--- src/rtl/alu_seq.sv ---
`default_nettype none
// ============================================================================
// Module   : alu_seq
// Purpose  : Clocked ALU with single-cycle ops, iterative shifts and
//            shift-add multiply, registered result/flags, start/busy/done.
// Revision : 1.0 - initial release
// ============================================================================
module alu_seq #(
    parameter int WIDTH   = 8,
    parameter int SHAMT_W = 3
) (
    input  logic             clk,
    input  logic             rst,
    input  logic             i_start,
    input  logic [3:0]       i_alus,
    input  logic [WIDTH-1:0] i_x,
    input  logic [WIDTH-1:0] i_bus,
    output logic             o_busy,
    output logic             o_done,
    output logic [WIDTH-1:0] o_dout,
    output logic             o_zf,
    output logic             o_nf,
    output logic             o_cf,
    output logic             o_vf,
    output logic             o_err
);

    localparam int CNT_W = SHAMT_W + 1;
    localparam int MSB   = WIDTH - 1;

    localparam logic [3:0] c_OP_ZERO = 4'h0;
    localparam logic [3:0] c_OP_ADD  = 4'h1;
    localparam logic [3:0] c_OP_SUB  = 4'h2;
    localparam logic [3:0] c_OP_INC  = 4'h3;
    localparam logic [3:0] c_OP_DEC  = 4'h4;
    localparam logic [3:0] c_OP_AND  = 4'h5;
    localparam logic [3:0] c_OP_OR   = 4'h6;
    localparam logic [3:0] c_OP_NOT  = 4'h7;
    localparam logic [3:0] c_OP_XOR  = 4'h8;
    localparam logic [3:0] c_OP_SHL  = 4'h9;
    localparam logic [3:0] c_OP_SHR  = 4'hA;
    localparam logic [3:0] c_OP_SAR  = 4'hB;
    localparam logic [3:0] c_OP_MUL  = 4'hC;
    localparam logic [3:0] c_OP_MULH = 4'hD;

    typedef enum logic [1:0] {
        ST_IDLE  = 2'd0,
        ST_SHIFT = 2'd1,
        ST_MUL   = 2'd2
    } state_t;

    state_t               r_state;
    state_t               w_state_next;
    logic [3:0]           r_op;
    logic [WIDTH-1:0]     r_a;
    logic [2*WIDTH-1:0]   r_acc;
    logic [CNT_W-1:0]     r_cnt;
    logic [WIDTH-1:0]     r_dout;
    logic                 r_done;
    logic                 r_zf;
    logic                 r_nf;
    logic                 r_cf;
    logic                 r_vf;
    logic                 r_err;

    logic                 w_fin;
    logic [WIDTH-1:0]     w_res;
    logic                 w_cf;
    logic                 w_vf;
    logic                 w_err;
    logic                 w_accept;
    logic                 w_is_shift;
    logic [SHAMT_W-1:0]   w_amt;
    logic [WIDTH:0]       w_add;
    logic [WIDTH:0]       w_sub;
    logic [WIDTH:0]       w_inc;
    logic [WIDTH:0]       w_dec;
    logic [WIDTH-1:0]     w_sh;
    logic                 w_sh_out;
    logic [WIDTH:0]       w_mul_sum;
    logic [2*WIDTH-1:0]   w_acc_next;

    assign w_accept   = (r_state == ST_IDLE) && i_start;
    assign w_is_shift = (i_alus == c_OP_SHL) || (i_alus == c_OP_SHR) || (i_alus == c_OP_SAR);
    assign w_amt      = i_bus[SHAMT_W-1:0];
    assign w_add      = {1'b0, i_x} + {1'b0, i_bus};
    assign w_sub      = {1'b0, i_x} - {1'b0, i_bus};
    assign w_inc      = {1'b0, i_x} + (WIDTH+1)'(1);
    assign w_dec      = {1'b0, i_x} - (WIDTH+1)'(1);

    // Right-shifting shift-add: high half accumulates, low half holds the multiplier.
    assign w_mul_sum  = {1'b0, r_acc[2*WIDTH-1:WIDTH]} + (r_acc[0] ? {1'b0, r_a} : '0);
    assign w_acc_next = {w_mul_sum, r_acc[WIDTH-1:1]};

    always_comb begin
        w_sh     = {r_a[WIDTH-1], r_a[WIDTH-1:1]};
        w_sh_out = r_a[0];
        if (r_op == c_OP_SHL) begin
            w_sh     = {r_a[WIDTH-2:0], 1'b0};
            w_sh_out = r_a[MSB];
        end else if (r_op == c_OP_SHR) begin
            w_sh     = {1'b0, r_a[WIDTH-1:1]};
            w_sh_out = r_a[0];
        end
    end

    always_comb begin
        w_state_next = r_state;
        w_fin        = 1'b0;
        w_res        = '0;
        w_cf         = 1'b0;
        w_vf         = 1'b0;
        w_err        = 1'b0;
        case (r_state)
            ST_IDLE: begin
                if (i_start) begin
                    w_fin = 1'b1;
                    case (i_alus)
                        c_OP_ZERO: w_res = '0;
                        c_OP_ADD: begin
                            w_res = w_add[MSB:0];
                            w_cf  = w_add[WIDTH];
                            w_vf  = (i_x[MSB] == i_bus[MSB]) && (w_add[MSB] != i_x[MSB]);
                        end
                        c_OP_SUB: begin
                            w_res = w_sub[MSB:0];
                            w_cf  = w_sub[WIDTH];
                            w_vf  = (i_x[MSB] != i_bus[MSB]) && (w_sub[MSB] != i_x[MSB]);
                        end
                        c_OP_INC: begin
                            w_res = w_inc[MSB:0];
                            w_cf  = w_inc[WIDTH];
                            w_vf  = !i_x[MSB] && w_inc[MSB];
                        end
                        c_OP_DEC: begin
                            w_res = w_dec[MSB:0];
                            w_cf  = w_dec[WIDTH];
                            w_vf  = i_x[MSB] && !w_dec[MSB];
                        end
                        c_OP_AND: w_res = i_x & i_bus;
                        c_OP_OR:  w_res = i_x | i_bus;
                        c_OP_NOT: w_res = ~i_x;
                        c_OP_XOR: w_res = i_x ^ i_bus;
                        c_OP_SHL, c_OP_SHR, c_OP_SAR: begin
                            w_res = i_x;
                            if (w_amt != '0) begin
                                w_fin        = 1'b0;
                                w_state_next = ST_SHIFT;
                            end
                        end
                        c_OP_MUL, c_OP_MULH: begin
                            w_fin        = 1'b0;
                            w_state_next = ST_MUL;
                        end
                        default: w_err = 1'b1;
                    endcase
                end
            end
            ST_SHIFT: begin
                if (r_cnt == CNT_W'(1)) begin
                    w_fin        = 1'b1;
                    w_res        = w_sh;
                    w_cf         = w_sh_out;
                    w_state_next = ST_IDLE;
                end
            end
            ST_MUL: begin
                if (r_cnt == CNT_W'(1)) begin
                    w_fin        = 1'b1;
                    w_state_next = ST_IDLE;
                    if (r_op == c_OP_MULH) begin
                        w_res = w_acc_next[2*WIDTH-1:WIDTH];
                    end else begin
                        w_res = w_acc_next[WIDTH-1:0];
                        w_cf  = |w_acc_next[2*WIDTH-1:WIDTH];
                    end
                end
            end
            default: w_state_next = ST_IDLE;
        endcase
    end

    always_ff @(posedge clk) begin
        if (rst) begin
            r_state <= ST_IDLE;
            r_op    <= '0;
            r_a     <= '0;
            r_acc   <= '0;
            r_cnt   <= '0;
            r_dout  <= '0;
            r_done  <= 1'b0;
            r_zf    <= 1'b0;
            r_nf    <= 1'b0;
            r_cf    <= 1'b0;
            r_vf    <= 1'b0;
            r_err   <= 1'b0;
        end else begin
            r_state <= w_state_next;
            r_done  <= w_fin;
            if (w_fin) begin
                r_dout <= w_res;
                r_zf   <= (w_res == '0) && !w_err;
                r_nf   <= w_res[MSB];
                r_cf   <= w_cf;
                r_vf   <= w_vf;
                r_err  <= w_err;
            end
            if (w_accept) begin
                r_op  <= i_alus;
                r_a   <= i_x;
                r_acc <= {{WIDTH{1'b0}}, i_bus};
                r_cnt <= w_is_shift ? {1'b0, w_amt} : CNT_W'(WIDTH);
            end else if (r_state == ST_SHIFT) begin
                r_a   <= w_sh;
                r_cnt <= r_cnt - CNT_W'(1);
            end else if (r_state == ST_MUL) begin
                r_acc <= w_acc_next;
                r_cnt <= r_cnt - CNT_W'(1);
            end
        end
    end

    assign o_busy = (r_state != ST_IDLE);
    assign o_done = r_done;
    assign o_dout = r_dout;
    assign o_zf   = r_zf;
    assign o_nf   = r_nf;
    assign o_cf   = r_cf;
    assign o_vf   = r_vf;
    assign o_err  = r_err;

endmodule
`default_nettype wire

--- config.mk ---
export PLATFORM = sky130hd
export DESIGN_NAME = alu_seq
export DESIGN_NICKNAME = d
export VERILOG_FILES = /design/src/rtl/alu_seq.sv
export SDC_FILE = /design/constraint.sdc
export NUM_CORES = 1
export LEC_CHECK = 0
export CORE_ASPECT_RATIO = 0.5
export CORE_UTILIZATION = 40
export CTS_BUF_LIST = sky130_fd_sc_hd__clkbuf_16
export DETAILED_ROUTE_END_ITERATION = 10
export DONT_BUFFER_PORTS = 1
export PLACE_DENSITY = 0.65
export SYNTH_ARGS = -nofsm -noshare
export SYNTH_HDL_FRONTEND = slang
export SYNTH_SLANG_ARGS = --single-unit
--- constraint.sdc ---
create_clock -name clk -period 3.6 [get_ports clk]
set_clock_uncertainty 0.05 [all_clocks]
set_input_delay 0.54 -clock clk [delete_from_list [all_inputs] [get_ports clk]]
set_output_delay 0.54 -clock clk [all_outputs]
set_load 0.005 [all_outputs]
==> impl_metrics.csv <==
group,metric,value,unit
global_routing,grt_pass1_vias,4446,
synthesis,yosysUniqueCellTypes,83,
global_routing,grt-ovfl-total,0,
cts,cts.reportedPaths.clkPinSlew,0.07,ns
synthesis,async_flop_share,0,%
sta,tns,0,ns
sta,finalCriticalPeriod,3.07,ns
floorplanning,ios,38,
worst_setup_path,crit_type,"reg -> reg",
sta,setup_violations,0,
route,drc,0,
worst_setup_path,start_kind,"register",
route,wl,15900,um
worst_setup_path,endpoint_kind,"register",
synthesis,synth_edf_count,0,
sta,finalMaxSlewViolations,0,
cts,cts_made_buffers,5,
worst_setup_path,path_max_fanout,9,
worst_setup_path,arrival,3.18,ns
worst_setup_path,worstSetupStartpoint,"r_acc[0]$_SDFFE_PP0P_",
cts,ctsHoldBuffers,0,
worst_setup_path,worst-r2r-cell-count,12,
min_path,hold_path.class,"in -> reg",
route,num_vias,4929,
sta,fmax,326,MHz
floorplanning,die_area,0.0129,mm2
synthesis,syn_area_per_cell,7.49,um2
worst_setup_path,timing.rr.start,"r_acc[0]$_SDFFE_PP0P_",
layout,n_fill_cell,1204,
global_routing,antenna_found_initial,0,
cts,root_buffer,"clkbuf_16",
synthesis,ys_warn_count,0,
cts,clock_sinks,47,
cts,clockBufferDepth,2,
floorplanning,die_h,80.7,um
route,dr.pass1.iters,5,
worst_setup_path,worstPathRequired,3.71,ns
synthesis,synth_cells,661,
pwr,peakVddDrop,0.000270,V
layout,drive_above_1_share,6.00,%
floorplanning,core-area,0.0119,mm2
pwr,power_density,383,mW/mm2
cts,tritoncts,"yes",
synthesis,synth_nets,729,
sta,hold_viol_final,0,
placement,gp_congestion,0.965,
layout,diodes,0,
layout,area_delta_synth_final,3.76,%
sta,post-route-period-util,85.2,%
floorplanning,start_util,41.5,%
placement,placed_area,0.00495,mm2
placement,io_buffers,0,
global_routing,grtUsageTotal,24.8,%
run_status,status,"finished, final reports clean",
route,avgViaCountPerCell,6.18,
pwr,power_leakage,0.00190,uW
cts,clock_latency,0.29,ns
global_routing,grt_first_pass_wirelength,24900,um
floorplanning,die_x,159,um
synthesis,ys.flop_type,"dfxtp_1",
cts,cts_htree_levels,2,
placement,dp_hpwl,11900,um
synthesis,netlist_area,0.00495,mm2
cts,post-cts-setup-buffers,0,
cts,ctsResizeCount,0,
synthesis,synth-seq-area-share,19.0,%
synthesis,ys_ff_latch,47,
route,ant_nets,0,
layout,layout.nets,700,
worst_setup_path,crit_end,"o_cf$_SDFFE_PP0P_",
sta,tightest_slew,0.770,ns
route,wl_per_cell,19.9,um
floorplanning,fp-row-count,28,
route,drtIter0Drc,545,
worst_setup_path,rrSetupSlack,0.53,ns
sta,rsz0062_at_grt,"no",
layout,stdcell_area,0.00514,mm2
sta,relSlewSlack,48.0,%
global_routing,grt_max_degree,42,
worst_setup_path,reg2reg_to,"o_cf$_SDFFE_PP0P_",
run,cap_viol_max_count,0,
[worst max-delay path, cell delays in order, from the launching register on]
cell,delay [ns]
dfxtp_1,0.45
and2_1,0.17
ha_1,0.18
inv_1,0.07
fa_1,0.40
nor2b_1,0.21
o22ai_1,0.13
xnor2_1,0.20
a2111oi_0,0.29
or3b_1,0.40
a21oi_1,0.19
or3_1,0.13
a31oi_1,0.07
[per-stage QoR]
step | setup slack, ns | util, % | hold slack, ns | instances | total power, uW
2_1_floorplan | 0.713 | - | 0.415 | 661 | 1230
3_3_place_gp | 0.625 | 41.4 | 0.425 | 790 | 1360
3_5_place_dp | 0.582 | 41.4 | 0.436 | 790 | 1360
4_1_cts | 0.535 | 43.0 | 0.263 | 798 | 1960
5_1_grt | 0.355 | 43.0 | 0.260 | 798 | 2080
6_report | 0.534 | 43.0 | 0.269 | 798 | 1970
[power by group]
group	internal, uW	switching (uW)
clock	395	198
sequential	596	77.8
combinational	267	433
[synth_stat cells (4+ instances only)]
library cell / instances / area [um2]
nand3_1: 11 / 55.1
o221ai_1: 4 / 35.0
nor2_1: 83 / 312
clkbuf_1: 11 / 41.3
xnor2_1: 12 / 105
buf_2: 16 / 80.1
inv_1: 37 / 139
o21ai_0: 21 / 105
or3_1: 5 / 31.3
nor3b_1: 5 / 37.5
a211oi_1: 22 / 165
o31ai_1: 8 / 60.1
ha_1: 42 / 526
o22ai_1: 10 / 62.6
nor2b_1: 14 / 87.6
a21oi_1: 59 / 295
a311oi_1: 9 / 78.8
a221oi_1: 4 / 35.0
nor4_1: 6 / 37.5
buf_6: 10 / 113
and3_1: 4 / 25.0
and2_1: 11 / 68.8
mux2i_1: 19 / 190
dfxtp_1: 47 / 941
nor3_1: 13 / 65.1
a31oi_1: 10 / 62.6
nand2_1: 71 / 267
nand2b_1: 6 / 37.5
[how the worst min path moves through the flow]
stage,endpoint,cells after the start,slack [ns],startpoint
detailed placement,r_op[3]$_SDFFE_PP0P_,2,0.44,r_op[3]$_SDFFE_PP0P_
global route,o_dout[0]$_SDFFE_PP0P_,1,0.26,rst
floorplan,r_op[3]$_SDFFE_PP0P_,2,0.42,r_op[3]$_SDFFE_PP0P_
CTS,r_cnt[0]$_SDFFE_PP0P_,1,0.26,rst
finish,o_dout[3]$_SDFFE_PP0P_,1,0.27,rst
global placement,r_op[0]$_SDFFE_PP0P_,2,0.43,r_op[0]$_SDFFE_PP0P_
[state kept, by name, indices dropped and copies added, names as in the netlist, 2 cells and up]
name and flops:
r_acc 16, o_dout 8, r_a 8, r_cnt 4, r_op 4, r_state 2
[cell type report]
cell class	instances	area (um2)	area share, %
clock buffers	5	125	2.43
well taps	165	206	4.02
clock inverters	3	63.8	1.24
repair buffers	6	45.0	0.876
inverters	39	146	2.85
flip-flops and latches	47	941	18.3
multi-input cells	533	3610	70.3
[cells in the final DEF (no fill, tap or decap), types with 4 or more instances in the layout]
master,instances
nor3b_1,5
a311oi_1,9
o21ai_0,21
o22ai_1,10
nand2b_1,6
nand3_1,11
a31oi_1,10
dfxtp_1,47
inv_1,38
a211oi_1,22
and3_1,4
nor2b_1,14
a221oi_1,4
mux2i_1,19
buf_4,6
and2_1,11
nor3_1,13
o31ai_1,8
clkbuf_16,5
or3_1,5
nor2_1,83
o221ai_1,4
ha_1,42
nand2_1,71
a21oi_1,59
xnor2_1,12
nor4_1,6
[cell families (layout without fill, tap and decap cells)]
family,after synthesis,after routing,synth area share [%]
simple gates,254,254,26.0
flops,47,47,19.0
mux,22,22,4.52
xor+xnor,13,13,2.30
compound gates,199,199,28.1
fa+ha+maj,45,45,11.8
buf+inv,81,53,8.21
[per-layer routing]
layer  vias to the layer above  part of all wire [%]  GRT usage, %
met2                       248                    43          39.4
li1                       2350                     -             -
met5                         -                     0             0
met3                        34                   8.0          3.25
met1                      2297                    47          35.1
met4                         0                   2.0          6.83
Power figures use the tool's default switching activity.
